===== src/rtl/pipe_hazard_ctrl_if.sv =====
// Bundle between the hazard unit and the 5-stage pipeline datapath.
// Slave is the hazard unit; master is the pipeline side.
interface pipe_hazard_ctrl_if #(
    parameter int RBUS = 32,
    parameter int REGW = 4,
    parameter int CNTW = 16
);
    logic            id_valid;
    logic [REGW-1:0] id_rs_a;
    logic [REGW-1:0] id_rs_b;
    logic            id_use_a;
    logic            id_use_b;
    logic [REGW-1:0] id_rd;
    logic            id_we;
    logic            id_is_load;
    logic [RBUS-1:0] rf_a;
    logic [RBUS-1:0] rf_b;
    logic [RBUS-1:0] ex_result;
    logic [RBUS-1:0] mem_result;
    logic [RBUS-1:0] mem_load_data;
    logic            mem_req;
    logic            mem_ready;
    logic [RBUS-1:0] wb_data;
    logic            ex_branch_taken;
    logic [RBUS-1:0] opa_fwd;
    logic [RBUS-1:0] opb_fwd;
    logic            stall_fetch;
    logic            flush_ifid;
    logic            bubble_idex;
    logic            freeze;
    logic            wb_commit;
    logic [REGW-1:0] wb_rd;
    logic [CNTW-1:0] stall_cnt;
    logic [CNTW-1:0] flush_cnt;

    modport master (
        output id_valid, id_rs_a, id_rs_b, id_use_a, id_use_b,
        output id_rd, id_we, id_is_load, rf_a, rf_b,
        output ex_result, mem_result, mem_load_data,
        output mem_req, mem_ready, wb_data, ex_branch_taken,
        input  opa_fwd, opb_fwd, stall_fetch, flush_ifid,
        input  bubble_idex, freeze, wb_commit, wb_rd,
        input  stall_cnt, flush_cnt
    );

    modport slave (
        input  id_valid, id_rs_a, id_rs_b, id_use_a, id_use_b,
        input  id_rd, id_we, id_is_load, rf_a, rf_b,
        input  ex_result, mem_result, mem_load_data,
        input  mem_req, mem_ready, wb_data, ex_branch_taken,
        output opa_fwd, opb_fwd, stall_fetch, flush_ifid,
        output bubble_idex, freeze, wb_commit, wb_rd,
        output stall_cnt, flush_cnt
    );
endinterface


===== src/rtl/pipe_hazard_ctrl.sv =====
// Hazard/pipeline control: EX/MEM/WB scoreboard, stall, flush,
// operand forwarding, memory-wait freeze and perf counters.
module pipe_hazard_ctrl #(
    parameter int RBUS     = 32,
    parameter int REGW     = 4,
    parameter bit ZERO_REG = 1'b1,
    parameter int CNTW     = 16
) (
    input logic clk,
    input logic rst,
    pipe_hazard_ctrl_if.slave bus
);
    typedef struct packed {
        logic            valid;
        logic            we;
        logic [REGW-1:0] rd;
        logic            is_load;
    } slot_t;

    slot_t ex_q, ex_d, mem_q, mem_d, wb_q, wb_d;
    logic [CNTW-1:0] stall_cnt_q, stall_cnt_d;
    logic [CNTW-1:0] flush_cnt_q, flush_cnt_d;

    logic mem_wait, branch, load_use;
    logic ex_a, mem_a, wb_a, ex_b, mem_b, wb_b;
    logic stall_fetch, flush_ifid, bubble_idex;

    function automatic logic hit(slot_t s, logic [REGW-1:0] rs,
                                 logic use_i);
        return s.valid & s.we & (s.rd == rs) & use_i
             & ~(ZERO_REG & (rs == '0));
    endfunction

    always_comb begin
        ex_a  = hit(ex_q,  bus.id_rs_a, bus.id_use_a);
        mem_a = hit(mem_q, bus.id_rs_a, bus.id_use_a);
        wb_a  = hit(wb_q,  bus.id_rs_a, bus.id_use_a);
        ex_b  = hit(ex_q,  bus.id_rs_b, bus.id_use_b);
        mem_b = hit(mem_q, bus.id_rs_b, bus.id_use_b);
        wb_b  = hit(wb_q,  bus.id_rs_b, bus.id_use_b);
        mem_wait = mem_q.valid & bus.mem_req & ~bus.mem_ready;
        branch   = ex_q.valid & bus.ex_branch_taken & ~mem_wait;
        load_use = ex_q.is_load & bus.id_valid & (ex_a | ex_b)
                 & ~mem_wait & ~branch;
    end

    assign stall_fetch = ~rst & (mem_wait | load_use);
    assign flush_ifid  = ~rst & branch;
    assign bubble_idex = ~rst & (branch | load_use);

    assign bus.stall_fetch = stall_fetch;
    assign bus.flush_ifid  = flush_ifid;
    assign bus.bubble_idex = bubble_idex;
    assign bus.freeze      = ~rst & mem_wait;
    assign bus.wb_commit   = ~rst & wb_q.valid & wb_q.we;
    assign bus.wb_rd       = wb_q.rd;
    assign bus.stall_cnt   = stall_cnt_q;
    assign bus.flush_cnt   = flush_cnt_q;

    // A load still in EX has no data yet; it is covered by the stall.
    always_comb begin
        bus.opa_fwd = bus.rf_a;
        if (!rst) begin
            if (ex_a && !ex_q.is_load)
                bus.opa_fwd = bus.ex_result;
            else if (mem_a)
                bus.opa_fwd = mem_q.is_load ? bus.mem_load_data
                                            : bus.mem_result;
            else if (wb_a)
                bus.opa_fwd = bus.wb_data;
        end
    end

    always_comb begin
        bus.opb_fwd = bus.rf_b;
        if (!rst) begin
            if (ex_b && !ex_q.is_load)
                bus.opb_fwd = bus.ex_result;
            else if (mem_b)
                bus.opb_fwd = mem_q.is_load ? bus.mem_load_data
                                            : bus.mem_result;
            else if (wb_b)
                bus.opb_fwd = bus.wb_data;
        end
    end

    // WB commits once on entry to a wait, then drains to a bubble.
    always_comb begin
        ex_d  = ex_q;
        mem_d = mem_q;
        wb_d  = wb_q;
        if (mem_wait) begin
            wb_d = '0;
        end else begin
            wb_d  = mem_q;
            mem_d = ex_q;
            if (bubble_idex)
                ex_d = '0;
            else
                ex_d = {bus.id_valid, bus.id_we, bus.id_rd,
                        bus.id_is_load};
        end
    end

    always_comb begin
        stall_cnt_d = stall_cnt_q;
        flush_cnt_d = flush_cnt_q;
        if (stall_fetch && stall_cnt_q != '1)
            stall_cnt_d = stall_cnt_q + 1'b1;
        if (flush_ifid && flush_cnt_q != '1)
            flush_cnt_d = flush_cnt_q + 1'b1;
    end

    always_ff @(posedge clk) begin
        if (rst) begin
            ex_q        <= '0;
            mem_q       <= '0;
            wb_q        <= '0;
            stall_cnt_q <= '0;
            flush_cnt_q <= '0;
        end else begin
            ex_q        <= ex_d;
            mem_q       <= mem_d;
            wb_q        <= wb_d;
            stall_cnt_q <= stall_cnt_d;
            flush_cnt_q <= flush_cnt_d;
        end
    end
endmodule


===== src/flat_wrapper.sv =====
// flat-port wrapper written by rule: the top's interface ports become plain ports
module pipe_hazard_ctrl_flat 
#(
    parameter int RBUS     = 32,
    parameter int REGW     = 4,
    parameter bit ZERO_REG = 1'b1,
    parameter int CNTW     = 16
)
  (clk, rst, bus_id_valid, bus_id_rs_a, bus_id_rs_b, bus_id_use_a, bus_id_use_b, bus_id_rd, bus_id_we, bus_id_is_load, bus_rf_a, bus_rf_b, bus_ex_result, bus_mem_result, bus_mem_load_data, bus_mem_req, bus_mem_ready, bus_wb_data, bus_ex_branch_taken, bus_opa_fwd, bus_opb_fwd, bus_stall_fetch, bus_flush_ifid, bus_bubble_idex, bus_freeze, bus_wb_commit, bus_wb_rd, bus_stall_cnt, bus_flush_cnt);
  pipe_hazard_ctrl_if #(.RBUS(RBUS), .REGW(REGW), .CNTW(CNTW)) bus_i ();
  input logic clk;
  input logic rst;
  input wire logic [$bits(bus_i.id_valid)-1:0] bus_id_valid;
  input wire logic [$bits(bus_i.id_rs_a)-1:0] bus_id_rs_a;
  input wire logic [$bits(bus_i.id_rs_b)-1:0] bus_id_rs_b;
  input wire logic [$bits(bus_i.id_use_a)-1:0] bus_id_use_a;
  input wire logic [$bits(bus_i.id_use_b)-1:0] bus_id_use_b;
  input wire logic [$bits(bus_i.id_rd)-1:0] bus_id_rd;
  input wire logic [$bits(bus_i.id_we)-1:0] bus_id_we;
  input wire logic [$bits(bus_i.id_is_load)-1:0] bus_id_is_load;
  input wire logic [$bits(bus_i.rf_a)-1:0] bus_rf_a;
  input wire logic [$bits(bus_i.rf_b)-1:0] bus_rf_b;
  input wire logic [$bits(bus_i.ex_result)-1:0] bus_ex_result;
  input wire logic [$bits(bus_i.mem_result)-1:0] bus_mem_result;
  input wire logic [$bits(bus_i.mem_load_data)-1:0] bus_mem_load_data;
  input wire logic [$bits(bus_i.mem_req)-1:0] bus_mem_req;
  input wire logic [$bits(bus_i.mem_ready)-1:0] bus_mem_ready;
  input wire logic [$bits(bus_i.wb_data)-1:0] bus_wb_data;
  input wire logic [$bits(bus_i.ex_branch_taken)-1:0] bus_ex_branch_taken;
  output wire logic [$bits(bus_i.opa_fwd)-1:0] bus_opa_fwd;
  output wire logic [$bits(bus_i.opb_fwd)-1:0] bus_opb_fwd;
  output wire logic [$bits(bus_i.stall_fetch)-1:0] bus_stall_fetch;
  output wire logic [$bits(bus_i.flush_ifid)-1:0] bus_flush_ifid;
  output wire logic [$bits(bus_i.bubble_idex)-1:0] bus_bubble_idex;
  output wire logic [$bits(bus_i.freeze)-1:0] bus_freeze;
  output wire logic [$bits(bus_i.wb_commit)-1:0] bus_wb_commit;
  output wire logic [$bits(bus_i.wb_rd)-1:0] bus_wb_rd;
  output wire logic [$bits(bus_i.stall_cnt)-1:0] bus_stall_cnt;
  output wire logic [$bits(bus_i.flush_cnt)-1:0] bus_flush_cnt;
  assign bus_i.id_valid = bus_id_valid;
  assign bus_i.id_rs_a = bus_id_rs_a;
  assign bus_i.id_rs_b = bus_id_rs_b;
  assign bus_i.id_use_a = bus_id_use_a;
  assign bus_i.id_use_b = bus_id_use_b;
  assign bus_i.id_rd = bus_id_rd;
  assign bus_i.id_we = bus_id_we;
  assign bus_i.id_is_load = bus_id_is_load;
  assign bus_i.rf_a = bus_rf_a;
  assign bus_i.rf_b = bus_rf_b;
  assign bus_i.ex_result = bus_ex_result;
  assign bus_i.mem_result = bus_mem_result;
  assign bus_i.mem_load_data = bus_mem_load_data;
  assign bus_i.mem_req = bus_mem_req;
  assign bus_i.mem_ready = bus_mem_ready;
  assign bus_i.wb_data = bus_wb_data;
  assign bus_i.ex_branch_taken = bus_ex_branch_taken;
  assign bus_opa_fwd = bus_i.opa_fwd;
  assign bus_opb_fwd = bus_i.opb_fwd;
  assign bus_stall_fetch = bus_i.stall_fetch;
  assign bus_flush_ifid = bus_i.flush_ifid;
  assign bus_bubble_idex = bus_i.bubble_idex;
  assign bus_freeze = bus_i.freeze;
  assign bus_wb_commit = bus_i.wb_commit;
  assign bus_wb_rd = bus_i.wb_rd;
  assign bus_stall_cnt = bus_i.stall_cnt;
  assign bus_flush_cnt = bus_i.flush_cnt;
  pipe_hazard_ctrl #(.RBUS(RBUS), .REGW(REGW), .ZERO_REG(ZERO_REG), .CNTW(CNTW)) u_core (.clk(clk), .rst(rst), .bus(bus_i));
endmodule

===== config.mk =====
export PLATFORM = sky130hd
export DESIGN_NAME = pipe_hazard_ctrl_flat
export DESIGN_NICKNAME = d
export VERILOG_FILES = /design/src/rtl/pipe_hazard_ctrl_if.sv /design/src/rtl/pipe_hazard_ctrl.sv /design/src/flat_wrapper.sv
export SDC_FILE = /design/constraint.sdc
export NUM_CORES = 1
export LEC_CHECK = 0
export CAP_MARGIN = 20
export CELL_PAD_IN_SITES_DETAIL_PLACEMENT = 1
export CELL_PAD_IN_SITES_GLOBAL_PLACEMENT = 2
export CORE_MARGIN = 10
export CORE_UTILIZATION = 19
export CTS_CLUSTER_DIAMETER = 80
export CTS_CLUSTER_SIZE = 16
export DETAILED_ROUTE_END_ITERATION = 12
export PLACE_DENSITY = 0.92
export SETUP_SLACK_MARGIN = 0.15
export SYNTH_ARGS = -nofsm -noshare
export SYNTH_HDL_FRONTEND = slang
export SYNTH_SLANG_ARGS = --single-unit

===== constraint.sdc =====
create_clock -name clk -period 3.85 [get_ports clk]
set_input_delay 0.77 -clock clk [delete_from_list [all_inputs] [get_ports clk]]
set_output_delay 0.77 -clock clk [all_outputs]
set_load 0.05 [all_outputs]

==> metrics.txt, run 1 <==
outcome complete, no violations; initial antenna violation count 2; Hold/Removal Path Class flop to flop; critical-path cell with the highest stage delay or4_4; router iterations before antenna repair 5; max-cap violation count 0; power density over the cells 183.4 nW/um^2; proportion of synthesized chip area in sequential cells 19.08%; Final Hold Vio Count 0; synth warn 0; number of clock buffers inserted by TritonCTS 5; floorplan die area 35900 sq um; TritonCTS Sinks 52; number of filler cells placed in the layout 3337; number of top-level design ports 319; fraction of final layout cells sized beyond drive strength 1 26.85%; minimum period implied by the final worst setup slack 3.706 ns; Total Routed Length 37.29 mm; post-synthesis net count 1049; WS Path Type input pin to output pin; clock skew 0.01210 ns; worst endpoint required time 3.08 ns; clk buf depth 2; VDD IR max 0.0001721 V; met3 Track Usage GR 3.418%; Critical Path End Type output pin; met2 Use GR 34.11%; kind of launch point of the worst setup path input pin; combinational family with the most area after synthesis simple AND/OR/NAND/NOR gates; insertion delay to the later sink of the worst-skew pair 0.30 ns; detailed-route vias per instance 5.024; number of buffers inserted by port buffering 318; number of core rows 61; Chip Height 189.5 um; Yosys top cell area share 19.08%; RePlAce Congestion 0.8408; Final HPWL DP 25.85 mm; mux cell area share after synthesis 6.787%; TritonCTS clock tree yes; final max-slew violation count 0; post-synthesis cell count 833; most heavily used metal layer in global routing met2; overall global routing resource usage 19.12%; worst rel slew slack 34.82%; period utilisation layout 96.27%; Final ANT Viol Nets 0; Synth Register Bits 52; drt wl/cell 24.01 um; CP most frequent cell buf_4; setup slack after layout 0.1436 ns; post-synthesis simple-gate area fraction 31.32%; total area of multi-input combinational cells 4597 sq um; pin count of the biggest net entering global routing 72; CTS clock-pin slew for the worst setup and hold paths 0.08 ns; xor and xnor fraction of the mapped netlist area 7.865%; smallest hold slack 0.5133 ns; transition time of the tightest slew-check pin 0.9757 ns; biggest area consumer among synthesized cells dfxtp_1; number of DRC violations after detailed-routing iteration 0 390; clock tree root buffer cell clkbuf_16; final-report setup violation count 0; Synth cell types 42; GR Util met1 23.29%; synth-to-layout area growth 108.3%; Worst path max stage delay 0.47 ns; worst-path fanout max 10; Placeable Area 28090 sq um; first-pass GRT wire length 53.55 mm; H-Tree Depth 2; unrepaired setup endpoints after global routing yes; count of nets after finishing 1388; combined area of all synthesized cells 5456 sq um; width of the chip 189.5 um; highest clock rate 269.8 MHz; starting utilization of the core area 19.43%; worst setup slack after placement -0.1870 ns; post-detailed-route DRC marker count 0; Sequential cell area 1042 sq um; syn_area_per_cell 6.550 sq um; GRT overflow 0; adder-cell share of the synthesized area 0.4586%; count of vias placed by the detailed router 7803; vias in the first global route 8402; reported leakage power 4.388 nW; compound-gate portion of the synthesized area 27.88%; data arrival time of the critical path 2.94 ns; Cell Chain, Critical Path buf_2 > buf_4 > buf_4 > or4_4 > nand3b_1 > nor4_4 > buf_6 > buf_4 > buf_16 > a211oi_2 > a21oi_2 > buf_12; top area cells in the synthesized netlist dfxtp_1, a21oi_1, nand2_1, mux2_2, o211ai_1
-- Yosys cell counts --
master	n
and3b_1	1
clkbuf_1	59
mux2i_1	1
nand3b_1	2
a21oi_1	121
o21ai_0	10
a21boi_1	1
buf_4	4
or4_4	2
nand3_1	51
and3_1	4
nand2b_1	1
xnor2_1	12
nor3_1	7
o2111ai_1	6
o41a_1	1
a211oi_4	1
and4_1	3
o31ai_1	1
nand2_1	157
nand4_1	12
mux2_2	32
a22o_1	7
or4_1	3
and2_1	9
buf_1	9
a221o_1	1
a311oi_1	20
nor4_1	3
o211ai_1	47
ha_1	2
nor2_1	59
o41ai_1	1
a211oi_1	20
o31a_1	1
inv_1	20
or2_2	3
dfxtp_1	52
nor2_2	1
or3_1	4
nor2b_1	45
xor2_1	37
-- what timing repair did --
action / CTS / global route
pin swaps: 28 / 22
setup buffers: 8 / 6
hold buffers: 0 / 0
hold endpoints to repair: 0 / 0
resized for setup: 80 / 53
setup endpoints to repair: 66 / 63
cloned: 10 / 4
-- state kept, by name (all words and copies together) (netlist names) --
signal / flops
u_core.wb_q: 2
u_core.bus.flush_cnt: 16
u_core.ex_q: 7
u_core.mem_q: 7
u_core.bus.wb_rd: 4
u_core.bus.stall_cnt: 16
-- routing by layer --
| layer | part of all wire [%] | up-vias |
|---|---|---|
| met5 | 0 | - |
| met4 | 2.1 | 0 |
| met1 | 43 | 3863 |
| met2 | 50 | 247 |
| met3 | 4.8 | 41 |
| li1 | - | 3652 |
-- through the flow --
stage / power (mW) / util, % / area, sq um / TNS, ns / std cells
after global placement: 1.580 / 36.52 / 10260 / -3.117 / 1515
after global routing: 2.178 / 40.45 / 11360 / 0 / 1552
after floorplan: 0.9959 / - / 5569 / 0 / 833
after detailed placement: 1.595 / 36.52 / 10260 / -5.410 / 1515
final: 2.084 / 40.46 / 11360 / 0 / 1553
after CTS: 2.080 / 39.33 / 11050 / 0 / 1541
-- layout make-up --
cell class                 count  share of cell area (%)
clock inverter                 2                  0.1211
tap                          378                   4.162
inverter                      20                  0.6606
sequential                    52                   9.172
antenna                        2                 0.04404
clock buffer                   6                   1.134
timing repair buffer         404                   44.25
multi-input combinational    689                   40.45
-- critical path: cells and delay by family --
family	cells	cell delay [ns]
compound gates	2	0.36
simple gates	3	0.70
buf+inv	7	1.09
-- worst paths after layout --
path                            slack, ns                          from                              endpoint  depth (start not counted)
worst max-delay path                 0.14                bus_id_rs_b[3]                        bus_opb_fwd[2]                         12
worst min-delay path                 0.51   u_core.ex_q[5]$_SDFFE_PP0N_          u_core.mem_q[5]$_SDFFE_PP0N_                          2
worst max register to register       1.07  u_core.mem_q[6]$_SDFFE_PP0N_  u_core.bus.stall_cnt[9]$_SDFFE_PP0P_                          6
worst min register to register       0.51   u_core.ex_q[5]$_SDFFE_PP0N_          u_core.mem_q[5]$_SDFFE_PP0N_                          2
-- cells by family after synthesis --
family / after synthesis
fa+ha+maj: 2
flops: 52
buf+inv: 92
compound gates: 238
mux: 33
simple gates: 367
xor+xnor: 49
-- cell usage in the layout (no fill, tap or decap), types with 20 or more instances in the layout --
| master | count |
|---|---|
| a21oi_1 | 68 |
| a21oi_2 | 53 |
| buf_12 | 88 |
| buf_4 | 47 |
| clkdlybuf4s50_1 | 239 |
| dfxtp_1 | 51 |
| inv_1 | 20 |
| mux2_2 | 32 |
| nand2_1 | 155 |
| nand3_1 | 49 |
| nor2_1 | 56 |
| nor2b_1 | 45 |
| o211ai_1 | 47 |
| xor2_1 | 37 |
-- where the power goes --
part,leakage [nW],switching [mW],internal (mW)
Sequential,0.422,0.0170,0.548
Combinational,3.89,0.511,0.548
Clock,0.0713,0.217,0.243
Total,4.39,0.745,1.34
No activity file was read; power rests on OpenSTA's default activity.
==> run 2, diff against run 1 <==
==> constraint.sdc (replaced) <==
create_clock -name clk -period 3.6 [get_ports clk]
set_input_delay 0.72 -clock clk [delete_from_list [all_inputs] [get_ports clk]]
set_output_delay 0.72 -clock clk [all_outputs]
set_load 0.05 [all_outputs]
==> run 2 against run 1 <==
Compared with the run above: clock power is 0.9% lower; via count is 1.9% higher; sequential share of layout area is 0.61 points lower; flip-flop and latch count stayed put; utilization is 2.9 points higher; worst setup slack worse by 0.030 ns; combinational power is 11% higher; global-route usage hardly changed; non-clock buffer count is 27 higher; clock skew is 0.0096 ns lower; die area stayed put; critical endpoint is now bus_opb_fwd[19]; largest cell class unchanged; highest routed layer is now met5.
==> metrics.txt, run 2 (synthesized netlist as in run 1, its figures left out) <==
number of top-level design ports 319; clock skew 0.002488 ns; synth-to-layout area growth 123.2%; post-layout power 2.244 mW; minimum period implied by the final worst setup slack 3.486 ns; number of core rows 61; outcome complete, no violations; overall global routing resource usage 19.08%; Hold/Removal Path Class flop to flop; Combinational Power Share 52.5%; number of DRC violations after detailed-routing iteration 0 336; pin count of the biggest net entering global routing 83; power share of the clock group 20.3%; detailed-route vias per instance 5.025; beginning of the worst register-to-register path u_core.ex_q[3]$_SDFFE_PP0N_; GRT overflow 0; clock tree root buffer cell clkbuf_16; width of the chip 189.5 um; hold bufs inserted after CTS 0; power density over the cells 184.2 nW/um^2; TritonCTS Sinks 52; cell count of the worst hold path 2; number of buffers inserted by port buffering 318; starting utilization of the core area 19.43%; clk buf depth 2; switching power 0.7976 mW; hold path start u_core.bus.stall_cnt[9]$_SDFFE_PP0P_; Design Area, Final 12180 sq um; smallest hold slack 0.5107 ns; vias in the first global route 8426; area after detailed placement 10510 sq um; TritonCTS clock tree yes; CTS clock-pin slew for the worst setup and hold paths 0.06 ns; number of clock buffers inserted by TritonCTS 5; floorplan die area 35900 sq um; final max-slew violation count 0; VDD IR max 0.0001611 V; initial antenna violation count 8; kind of launch point of the worst setup path input pin; RePlAce Congestion 0.8706; transition time of the tightest slew-check pin 0.7963 ns; Total Routed Length 38.58 mm; data arrival time of the critical path 2.77 ns; slack of the worst reg-to-reg path 0.94 ns; Worst Reg-to-Reg Cells 11; Placeable Area 28090 sq um; unrepaired setup endpoints after global routing yes; post-layout util 43.36%; insertion delay to the later sink of the worst-skew pair 0.29 ns; family with the most delay on the worst path buffers and inverters; H-Tree Depth 2; power share of the sequential group 27.1%; most common cell after layout, fill and taps aside clkdlybuf4s50_1; Final HPWL DP 27.04 mm; Final ANT Viol Nets 0; count of vias placed by the detailed router 7950; internal power 1.446 mW; critical-path cell with the highest stage delay nor4_1; worst rel slew slack 46.91%; period utilisation layout 96.84%; reported leakage power 4.720 nW; Cell Count Post-Placement 1518; worst-path fanout max 5; drt wl/cell 24.39 um; Critical Path End Type output pin; highest-count cells in the layout ignoring fill and taps clkdlybuf4s50_1, nand2_1, buf_12; destination of the worst register-to-register timing path u_core.bus.stall_cnt[13]$_SDFFE_PP0P_; final-report setup violation count 0; fraction of final layout cells sized beyond drive strength 1 32.86%; WS Path Type input pin to output pin; max-cap violation count 0; first-pass GRT wire length 53.70 mm; router iterations before antenna repair 4; Final Hold Vio Count 0; non-filler instance count after layout 1582; CP bufs+invs 5; post-detailed-route DRC marker count 0; Cell Chain, Critical Path buf_2 > xor2_1 > nor4_1 > buf_4 > and2_4 > buf_6 > buf_16 > nand2_1 > a311oi_4 > a211oi_2 > a21oi_2 > buf_12; switching fraction of total power 35.55%; count of nets after finishing 1415; worst endpoint required time 2.88 ns; worst hold endpoint u_core.bus.stall_cnt[9]$_SDFFE_PP0P_; highest clock rate 286.9 MHz; number of filler cells placed in the layout 3259; Worst path max stage delay 0.31 ns; Chip Height 189.5 um
[run 2: layout make-up]
cell class,instances,area (sq um),area share (%)
antenna,5,12.51,0.1027
inverter,20,75.07,0.6165
sequential,52,1042,8.559
clock buffer,6,128.9,1.058
clock inverter,1,5.005,0.04110
timing repair buffer,431,5454,44.79
tap,378,473.0,3.884
multi-input combinational,689,4987,40.95
[run 2: timing repair]
action                     CTS  global route
buffers inserted            25             8
resized for setup          131            70
cloned                       7            12
pin swaps                   71            45
setup endpoints to repair   66            64
[run 2: power groups by stage]
stage	clock, mW	sequential [mW]	combinational (mW)
3_3_place_gp	0	0.619	1.10
2_1_floorplan	0	0.612	0.484
4_1_cts	0.463	0.608	1.15
3_5_place_dp	0	0.620	1.11
5_1_grt	0.488	0.610	1.24
6_report	0.456	0.609	1.18
[run 2: worst max-delay path by stage]
stage	cells after the start	startpoint	slack, ns	to
finish	12	bus_id_rs_b[3]	0.11	bus_opb_fwd[19]
global route	11	bus_id_rs_a[1]	0.03	bus_opa_fwd[0]
CTS	12	bus_id_rs_b[2]	0.09	bus_opb_fwd[13]
detailed placement	9	bus_id_rs_a[2]	-0.35	bus_opa_fwd[9]
global placement	10	bus_id_rs_a[2]	-0.30	bus_opa_fwd[9]
floorplan	7	bus_id_rs_b[0]	0.07	bus_opb_fwd[31]
[run 2: worst reg2reg max path: stages (launching register included)]
cell      delay [ns]
dfxtp_1         0.45
xnor2_1         0.16
nand4_1         0.14
or4_4           0.46
buf_6           0.14
buf_4           0.15
buf_4           0.14
a211oi_4        0.24
nor2_2          0.07
buf_4           0.16
or3_1           0.34
a21oi_1         0.15
[run 2: per-layer routing]
metal	wire length [um]	track usage (%)
met2	19210	33.65
met4	1156	5.525
met5	27	0
met1	15930	22.75
met3	2261	3.877
[run 2: stage by stage]
step	setup TNS (ns)	setup slack, ns
finish	0	0.1139
global route	0	0.03326
CTS	0	0.09279
detailed placement	-17.77	-0.3538
global placement	-14.86	-0.3032
floorplan	0	0.07410
